### config.mk
export PLATFORM = sky130hd
export DESIGN_NAME = router_input_port
export DESIGN_NICKNAME = d
export VERILOG_FILES = /design/src/rtl/router_pkg.sv /design/src/rtl/rt_sync_fifo.sv /design/src/rtl/router_input_port.sv
export SDC_FILE = /design/constraint.sdc
export NUM_CORES = 1
export LEC_CHECK = 0
export BUFFER_PORTS_ARGS = -buffer_cell sky130_fd_sc_hd__buf_2
export CORE_MARGIN = 2
export CORE_UTILIZATION = 35
export DETAILED_ROUTE_END_ITERATION = 8
export GPL_TIMING_DRIVEN = 0
export PLACE_DENSITY = 0.51
export SETUP_SLACK_MARGIN = 0.1
export SYNTH_ARGS = -nofsm -noshare
export SYNTH_HDL_FRONTEND = slang
export SYNTH_SLANG_ARGS = --single-unit
### constraint.sdc
create_clock -name clk -period 4.1 [get_ports clk]
set_clock_uncertainty 0.15 [all_clocks]
set_input_delay 0.82 -clock clk [delete_from_list [all_inputs] [get_ports clk]]
set_output_delay 0.82 -clock clk [all_outputs]
set_load 0.05 [all_outputs]
### src/rtl/router_pkg.sv
// Shared definitions for the mesh-router input port.
// Provides the output-port indices, the port count and the XY dimension-order
// route function used at enqueue time.
package router_pkg;

  localparam int unsigned NUM_PORTS = 5;
  localparam int unsigned P_LOCAL   = 0;
  localparam int unsigned P_NORTH   = 1;
  localparam int unsigned P_SOUTH   = 2;
  localparam int unsigned P_EAST    = 3;
  localparam int unsigned P_WEST    = 4;

  // dest_yx / local_yx are {y,x} coordinates zero-extended to 16 bits; x_bits says
  // where x ends. X is resolved first, then Y, otherwise the packet is for this node.
  function automatic logic [NUM_PORTS-1:0] xy_route(input logic [15:0]   dest_yx,
                                                    input logic [15:0]   local_yx,
                                                    input int unsigned   x_bits);
    logic [15:0]          x_mask;
    logic [15:0]          dx, dy, lx, ly;
    logic [NUM_PORTS-1:0] sel;
    x_mask = (16'(1) << x_bits) - 16'(1);
    dx     = dest_yx & x_mask;
    lx     = local_yx & x_mask;
    dy     = dest_yx >> x_bits;
    ly     = local_yx >> x_bits;
    sel    = '0;
    if (dx > lx) begin
      sel[P_EAST] = 1'b1;
    end else if (dx < lx) begin
      sel[P_WEST] = 1'b1;
    end else if (dy > ly) begin
      sel[P_NORTH] = 1'b1;
    end else if (dy < ly) begin
      sel[P_SOUTH] = 1'b1;
    end else begin
      sel[P_LOCAL] = 1'b1;
    end
    return sel;
  endfunction

endpackage

### src/rtl/rt_sync_fifo.sv
// Synchronous FIFO with registered storage; the head entry is read straight out
// of storage (no output flop, no bypass).
// Ports: clk_i, rst_i (sync, active-high), push_i/wdata_i write side,
//        pop_i/rdata_o read side, full_o, empty_o status.
module rt_sync_fifo #(
  parameter int unsigned WIDTH = 8,
  parameter int unsigned DEPTH = 4
) (
  input  logic             clk_i,
  input  logic             rst_i,
  input  logic             push_i,
  input  logic [WIDTH-1:0] wdata_i,
  input  logic             pop_i,
  output logic [WIDTH-1:0] rdata_o,
  output logic             full_o,
  output logic             empty_o
);

  localparam int unsigned PtrW = $clog2(DEPTH);
  localparam int unsigned CntW = PtrW + 1;

  logic [PtrW-1:0]  wr_ptr_q, wr_ptr_d;
  logic [PtrW-1:0]  rd_ptr_q, rd_ptr_d;
  logic [CntW-1:0]  count_q, count_d;
  logic [WIDTH-1:0] mem_q [DEPTH];
  logic [WIDTH-1:0] mem_d [DEPTH];
  logic             do_push, do_pop;

  assign full_o  = (count_q == CntW'(DEPTH));
  assign empty_o = (count_q == '0);
  assign do_push = push_i & ~full_o;
  assign do_pop  = pop_i & ~empty_o;
  assign rdata_o = mem_q[rd_ptr_q];

  always_comb begin
    mem_d    = mem_q;
    wr_ptr_d = wr_ptr_q;
    rd_ptr_d = rd_ptr_q;
    count_d  = count_q;
    if (do_push) begin
      mem_d[wr_ptr_q] = wdata_i;
      // DEPTH is a power of two, so the pointer wraps naturally.
      wr_ptr_d        = wr_ptr_q + 1'b1;
    end
    if (do_pop) begin
      rd_ptr_d = rd_ptr_q + 1'b1;
    end
    unique case ({do_push, do_pop})
      2'b10:   count_d = count_q + 1'b1;
      2'b01:   count_d = count_q - 1'b1;
      default: count_d = count_q;
    endcase
  end

  always_ff @(posedge clk_i) begin
    if (rst_i) begin
      wr_ptr_q <= '0;
      rd_ptr_q <= '0;
      count_q  <= '0;
    end else begin
      wr_ptr_q <= wr_ptr_d;
      rd_ptr_q <= rd_ptr_d;
      count_q  <= count_d;
    end
  end

  // Storage needs no reset: entries are only observed while counted as valid.
  always_ff @(posedge clk_i) begin
    mem_q <= mem_d;
  end

endmodule

### src/rtl/router_input_port.sv
// Mesh-router input port: accepts read/write request packets over valid/ready,
// routes them XY at enqueue time, queues them and presents the head packet with
// its one-hot output-port request. Illegal packets are consumed and counted.
// Ports: clk, reset (sync, active-high), localRouterAddress {y,x};
//        in_valid/in_ready + destinationAddressIn/requesterAddressIn/readIn/writeIn;
//        out_valid/out_grant + outputPortSelect/destinationAddressOut/
//        requesterAddressOut; memRead/memWrite toward node memory; drop_count.
module router_input_port
  import router_pkg::*;
#(
  parameter  int unsigned X_BITS      = 2,
  parameter  int unsigned Y_BITS      = 2,
  parameter  int unsigned OFFSET_BITS = 8,
  parameter  int unsigned REQ_BITS    = 4,
  parameter  int unsigned DEPTH       = 4,
  localparam int unsigned ADDR_W      = Y_BITS + X_BITS + OFFSET_BITS
) (
  input  logic                     clk,
  input  logic                     reset,
  input  logic [X_BITS+Y_BITS-1:0] localRouterAddress,
  input  logic                     in_valid,
  output logic                     in_ready,
  input  logic [ADDR_W-1:0]        destinationAddressIn,
  input  logic [REQ_BITS-1:0]      requesterAddressIn,
  input  logic                     readIn,
  input  logic                     writeIn,
  output logic                     out_valid,
  output logic [NUM_PORTS-1:0]     outputPortSelect,
  input  logic                     out_grant,
  output logic [ADDR_W-1:0]        destinationAddressOut,
  output logic [REQ_BITS-1:0]      requesterAddressOut,
  output logic                     memRead,
  output logic                     memWrite,
  output logic [7:0]               drop_count
);

  localparam int unsigned EntryW = NUM_PORTS + 2 + REQ_BITS + ADDR_W;

  logic [X_BITS+Y_BITS-1:0] dest_yx;
  logic [NUM_PORTS-1:0]     route;
  logic                     legal, accept, push, drop, pop;
  logic                     full, empty;
  logic [EntryW-1:0]        wdata, rdata;
  logic [NUM_PORTS-1:0]     head_route;
  logic                     head_read, head_write;
  logic [REQ_BITS-1:0]      head_req;
  logic [ADDR_W-1:0]        head_dest;
  logic [7:0]               drop_count_q, drop_count_d;

  assign dest_yx = destinationAddressIn[ADDR_W-1 -: X_BITS+Y_BITS];

  always_comb begin
    route = xy_route(16'(dest_yx), 16'(localRouterAddress), X_BITS);
  end

  // Reset gates the handshake outputs combinationally so nothing moves in the reset cycle.
  assign in_ready  = ~full & ~reset;
  assign out_valid = ~empty & ~reset;

  assign legal  = readIn ^ writeIn;
  assign accept = in_valid & in_ready;
  assign push   = accept & legal;
  assign drop   = accept & ~legal;
  assign pop    = out_valid & out_grant;
  assign wdata  = {route, readIn, writeIn, requesterAddressIn, destinationAddressIn};

  rt_sync_fifo #(
    .WIDTH (EntryW),
    .DEPTH (DEPTH)
  ) u_fifo (
    .clk_i   (clk),
    .rst_i   (reset),
    .push_i  (push),
    .wdata_i (wdata),
    .pop_i   (pop),
    .rdata_o (rdata),
    .full_o  (full),
    .empty_o (empty)
  );

  assign {head_route, head_read, head_write, head_req, head_dest} = rdata;

  always_comb begin
    outputPortSelect      = '0;
    destinationAddressOut = '0;
    requesterAddressOut   = '0;
    memRead               = 1'b0;
    memWrite              = 1'b0;
    if (out_valid) begin
      outputPortSelect      = head_route;
      destinationAddressOut = head_dest;
      requesterAddressOut   = head_req;
      memRead               = head_route[P_LOCAL] & head_read;
      memWrite              = head_route[P_LOCAL] & head_write;
    end
  end

  always_comb begin
    drop_count_d = drop_count_q;
    if (drop && (drop_count_q != 8'hFF)) begin
      drop_count_d = drop_count_q + 8'd1;
    end
  end

  always_ff @(posedge clk) begin
    if (reset) begin
      drop_count_q <= '0;
    end else begin
      drop_count_q <= drop_count_d;
    end
  end

  assign drop_count = drop_count_q;

endmodule

[After elaboration in Yosys (flattened, before gate mapping)]
Index checks and enable logic that the tools add are counted.
Operators by class
  add/sub/neg operators: 5
  magnitude comparators: 7
  eq/ne operators: 4
  multiplexer cells: 22
  bitwise logic cells: 17
  reduce and logical (&&, ||, !) cells: 4
Operators by type and width (count)
  92-bit bitwise mux: 1
  23-bit 2-to-1 mux: 3
  23-bit binary-select mux with 2-bit select: 1
  23-bit demux with 2-bit select: 1
  12-bit 2-to-1 mux: 1
  1-bit AND: 10
  1-bit 2-to-1 mux: 10
  8-bit by 1-bit adder with 8-bit output, second input constant: 1
  8-bit inequality test, second input constant: 1
  3-bit greater-or-equal comparator, second input constant: 2
  3-bit 2-to-1 mux: 2
  2-bit inverter with 3-bit output: 2
  3-bit case mux with 2 select lines: 1
  5-bit 2-to-1 mux: 1
  2-bit by 1-bit adder with 2-bit output, second input constant: 2
  2-bit greater-than comparator: 2
  2-bit less-than comparator: 2
  4-bit 2-to-1 mux: 1
  1-bit inverter: 4
  3-bit by 1-bit adder with 3-bit output, second input constant: 1
  3-bit equality test, second input constant: 1
  3-bit zero test: 1
  3-bit by 1-bit less-than comparator with 1-bit output, second input constant: 1
  3-bit by 1-bit subtractor with 3-bit output, second input constant: 1
  5 further kinds: 6
Word-level totals
  register bits: 107
  input port bits: 26
  output and inout bits: 33
  word-level logic and storage cells: 67

[Logic depth before layout (Yosys ltp)]
  depth in word-level cells: 8
  mapped depth: 10
  mapped depth without buffers: 9

[Hierarchy]
Synthesis repeated with hierarchy kept, for this count alone.
Second synthesis, totals
  cells, all modules: 265
  area total of the unflattened synthesis: 4496.8 um^2
By module, submodules not included
  rt_sync_fifo: instances 1, cells each 171, area each 3782.4 um^2, seq. area each 2902.8 um^2
  router_input_port: instances 1, cells each 94, area each 714.4 um^2, seq. area each 160.2 um^2

[Worst setup path after synthesis]
OpenSTA, ideal clock, no wires.
  path type: input port to output port
  from: input port reset
  to: output port destinationAddressOut[10]
  data arrival time: 2.254 ns
  required time: 3.130 ns
  slack: 0.876 ns
  stages: 4
  buffers on the path: 2
  cell sequence: buf_6 nor2_1 clkbuf_1 and2_1
Between the ends
  word-level cells in the longest chain between the ends: 3
Ends and longest elaborated chain
  start, declared: RTL line router_input_port.sv:19  | input logic reset,
  1-bit inverter: RTL line router_input_port.sv:58  | assign out_valid = ~empty & ~reset;
  1-bit AND: RTL line router_input_port.sv:58
  via out_valid: RTL line router_input_port.sv:27  | output logic out_valid,
  12-bit 2-to-1 mux: RTL line router_input_port.sv:89  | if (out_valid) begin
  end, declared: RTL line router_input_port.sv:30  | output logic [ADDR_W-1:0] destinationAddressOut,
The timed path passes the listed nets, and every way through them passes these cells.

[Worst setup path in the final report]
  from: register u_fifo.rd_ptr_q[1]
  to: output port destinationAddressOut[9]
Between the ends
  word-level cells in the longest chain between the ends: 5
Ends and longest elaborated chain
  start, declared: RTL line rt_sync_fifo.sv:23  | logic [PtrW-1:0] rd_ptr_q, rd_ptr_d;
  start signal, assigned: RTL line rt_sync_fifo.sv:62  | rd_ptr_q <= rd_ptr_d;
  2-bit inverter with 3-bit output (not written as such): RTL line rt_sync_fifo.sv:33  | assign rdata_o = mem_q[rd_ptr_q];
  23-bit binary-select mux with 2-bit select: RTL line rt_sync_fifo.sv:33
  23-bit 2-to-1 mux (not written as such) (2 in series): RTL line rt_sync_fifo.sv:33
  12-bit 2-to-1 mux: RTL line router_input_port.sv:89
No other way between the ends. The select of a mux whose other input is x is not followed.

==> results.ini <==
[timing]
final-hold-violation-count = 0
setup_viol = 0
fin_crit_ns = 3.31
relSlewSlack_pct = 14.3
finalCritPeriodShare_pct = 80.8
fmax_mhz = 302
tns_ns = 0
tightest_slew_ns = 1.29
rsz0062_at_grt = no
postLayoutSetupSlackWorst_ns = 0.788
maxSlewViolCount = 0

[setup_path]
r2r-start = u_fifo.count_q[0]
cp_cell_sequence = clkbuf_1, clkbuf_1, mux4_2, and2_1, buf_2
cpMostUsedCell = clkbuf_1
cp_max_fo = 10
path_class = register to primary output
r2r_slack_ns = 1.47
slowest_stage = clkbuf_1
reg2reg_depth = 3
critPathRequiredTime_ns = 3.13
start_kind = register
crit_start = u_fifo.rd_ptr_q[1]
crit-reg2reg-capture = u_fifo.mem_q[74]
crit_path_end = destinationAddressOut[9]
cp_slowest_stage_delay_ns = 0.62
crit_arrival_ns = 2.34
worstSetupEndpointType = primary output

[placed_design]
gp_congestion = 0.732
hpwl_mm = 5.23
portBuffers = 57
place_ws_ns = 0.731

[die]
die_area_um2 = 13600
rows = 41
die_y_um = 117
die_w_um = 117
ios = 59
initial_utilization_pct = 35.5
core_region_area_um2 = 12500

[cells_and_area]
postLayoutCoreUtil_pct = 41.7
drive_gt1_share_pct = 30.3
antennaDiodeCount = 0
nets = 369
n_fill_cell = 1187
area_growth_pct = 17.4

[power_and_ir_drop]
clockPowerShare_pct = 36.4
p_sw_share_pct = 23.4
switchingPower_uw = 513
leakagePower_uw = 0.00183
seqPwrFrac_pct = 54.9
vdd_drop_max_mv = 0.183
powerDensity_nw_per_um2 = 420
internal_power_uw = 1680
p_comb_share_pct = 8.6

[global_routing]
grt_pass1_vias = 2302
grt_pass1_wl_mm = 12.5
grt_usage_pct = 12.7
overflow = 0
grt_max_degree = 24
antenna_found_initial = 0

[cts]
cts_resized = 0
numCtsBuffers = 9
cts_setup_buffers = 0
cts_tree = done
clk_pin_slew_ns = 0.07
clockBufferDepth = 2
clockRootBuffer = clkbuf_16
h-tree-depth = 3
cts_sinks = 107
clk_latency_ns = 0.34
cts.hold.buffers_added = 0

[detailed_routing]
dr.first_iter.drc_count = 155
routed_wl_mm = 8.08
route.detailed.drc = 0
antenna_left = 0
wl_per_cell_um = 15.9
vias = 2384
dr.pass1.iters = 4
via_per_inst = 4.68

[synthesis]
synth.avg_cell_area_um2 = 16.8
netlist_area_um2 = 4450
ys_warn_count = 0
post-synth-top-area-fraction_pct = 62.1
synth_edf_count = 92
yosysTopAreaCell = edfxtp_1
synth-async-reset-ratio_pct = 0
ys.flop_type = edfxtp_1
seq_area_frac_synth_pct = 68.9
netlist_instances = 264
yosys-top-cells-area = edfxtp_1 62%, mux4_2 12%, dfxtp_1 6.8%
synth-seq-cells = 107
synth_cell_types = 36
syn_nets = 301

[job]
max_cap_violations = 0

[run_status]
status = finished, final reports clean

[worst_hold_path]
hold_class = register to register

==> stage by stage <==
step	total power [uW]	instance area, um2	instances	hold WS, ns
after global routing	2290	5220	509	0.409
after floorplan	1360	4450	264	0.317
final	2200	5220	509	0.354
after CTS	2220	5220	509	0.359
after detailed placement	1420	4950	493	0.348
after global placement	1420	4950	493	0.341
==> per-layer routing <==
metal | share of wire [%] | vias to the layer above | GRT usage [%]
li1 | - | 1150 | -
met1 | 46 | 1166 | 17.1
met2 | 47 | 57 | 20.2
met3 | 4.8 | 11 | 2.65
met4 | 1.8 | 0 | 5.18
met5 | 0 | - | 0
==> critical path: cells and delay by family (launching register included) <==
kind,cells,cell delay (ns)
buffers and inverters,3,1.10
and+or+nand+nor,1,0.17
DFF,1,0.32
muxes,1,0.42
==> kinds of logic (layout without fill, tap and decap cells) <==
kind of cell / Yosys count / after routing / synth area share (%)
flip-flops: 107 / 107 / 68.9
AND/OR/NAND/NOR: 68 / 68 / 9.14
buffers and inverters: 27 / 100 / 2.56
multiplexers: 25 / 25 / 12.1
AO/OA/AOI/OAI: 20 / 20 / 2.87
adder cells (fa/ha/maj): 11 / 11 / 3.26
XOR/XNOR: 6 / 6 / 1.18
==> area by class of cell <==
class,count,area [um2],area share [%]
Clock inverter,6,46.3,0.886
Buffer,11,53.8,1.03
Sequential cell,107,3060,58.6
Timing Repair Buffer,57,285,5.46
Inverter,16,60.1,1.15
Tap cell,172,215,4.12
Multi-Input combinational cell,130,1270,24.3
Clock buffer,10,229,4.38
==> how the worst min path moves through the flow <==
stage                                 start                 to  slack, ns  cells past startpoint
after detailed placement  u_fifo.count_q[2]  u_fifo.count_q[2]       0.35                      2
after floorplan           u_fifo.count_q[2]  u_fifo.count_q[2]       0.32                      2
after global placement    u_fifo.count_q[2]  u_fifo.count_q[2]       0.34                      2
final                     u_fifo.count_q[2]  u_fifo.count_q[2]       0.35                      2
after CTS                 u_fifo.count_q[2]  u_fifo.count_q[2]       0.36                      2
after global routing      u_fifo.count_q[2]  u_fifo.count_q[2]       0.41                      2
==> Yosys cell counts (2+ instances only) <==
cell type	n
nor3b_1	2
nand2_1	4
xnor2_1	3
dfxtp_1	15
buf_2	4
nor3_1	5
edfxtp_1	92
clkbuf_1	6
nand3_1	4
and2_1	24
o21ai_0	3
o311ai_0	3
nor2b_1	3
ha_1	10
and3_1	2
mux4_2	23
nor2_1	14
a21oi_1	9
xor2_1	3
or3_1	3
inv_1	16
o41ai_1	2
==> flip-flops by register name (all words and copies together) (netlist names) <==
signal,flops
u_fifo.mem_q,92
drop_count,8
u_fifo.count_q,3
u_fifo.rd_ptr_q,2
u_fifo.wr_ptr_q,2
==> layout by cell type, fill, tap and decap left out, types with 2 or more instances in the layout <==
master     Yosys  final
nand2_1        4      4
o41ai_1        2      2
xnor2_1        3      3
buf_2          4     61
or3_1          3      3
dfxtp_1       15     15
inv_1         16     16
clkbuf_16      0      9
and3_1         2      2
o311ai_0       3      3
ha_1          10     10
clkbuf_1       6      7
inv_6          0      3
edfxtp_1      92     92
nand3_1        4      4
nor2_1        14     14
xor2_1         3      3
nor3b_1        2      2
and2_1        24     24
nor2b_1        3      3
mux4_2        23     23
a21oi_1        9      9
nor3_1         5      5
o21ai_0        3      3
==> power groups by stage <==
stage,combinational (uW),sequential (uW),clock (uW)
global placement,190,1230,0
finish,189,1210,800
CTS,194,1210,824
detailed placement,193,1230,0
floorplan,133,1230,0
global route,209,1210,871
Note: power is estimated with default switching activity, not from simulation.
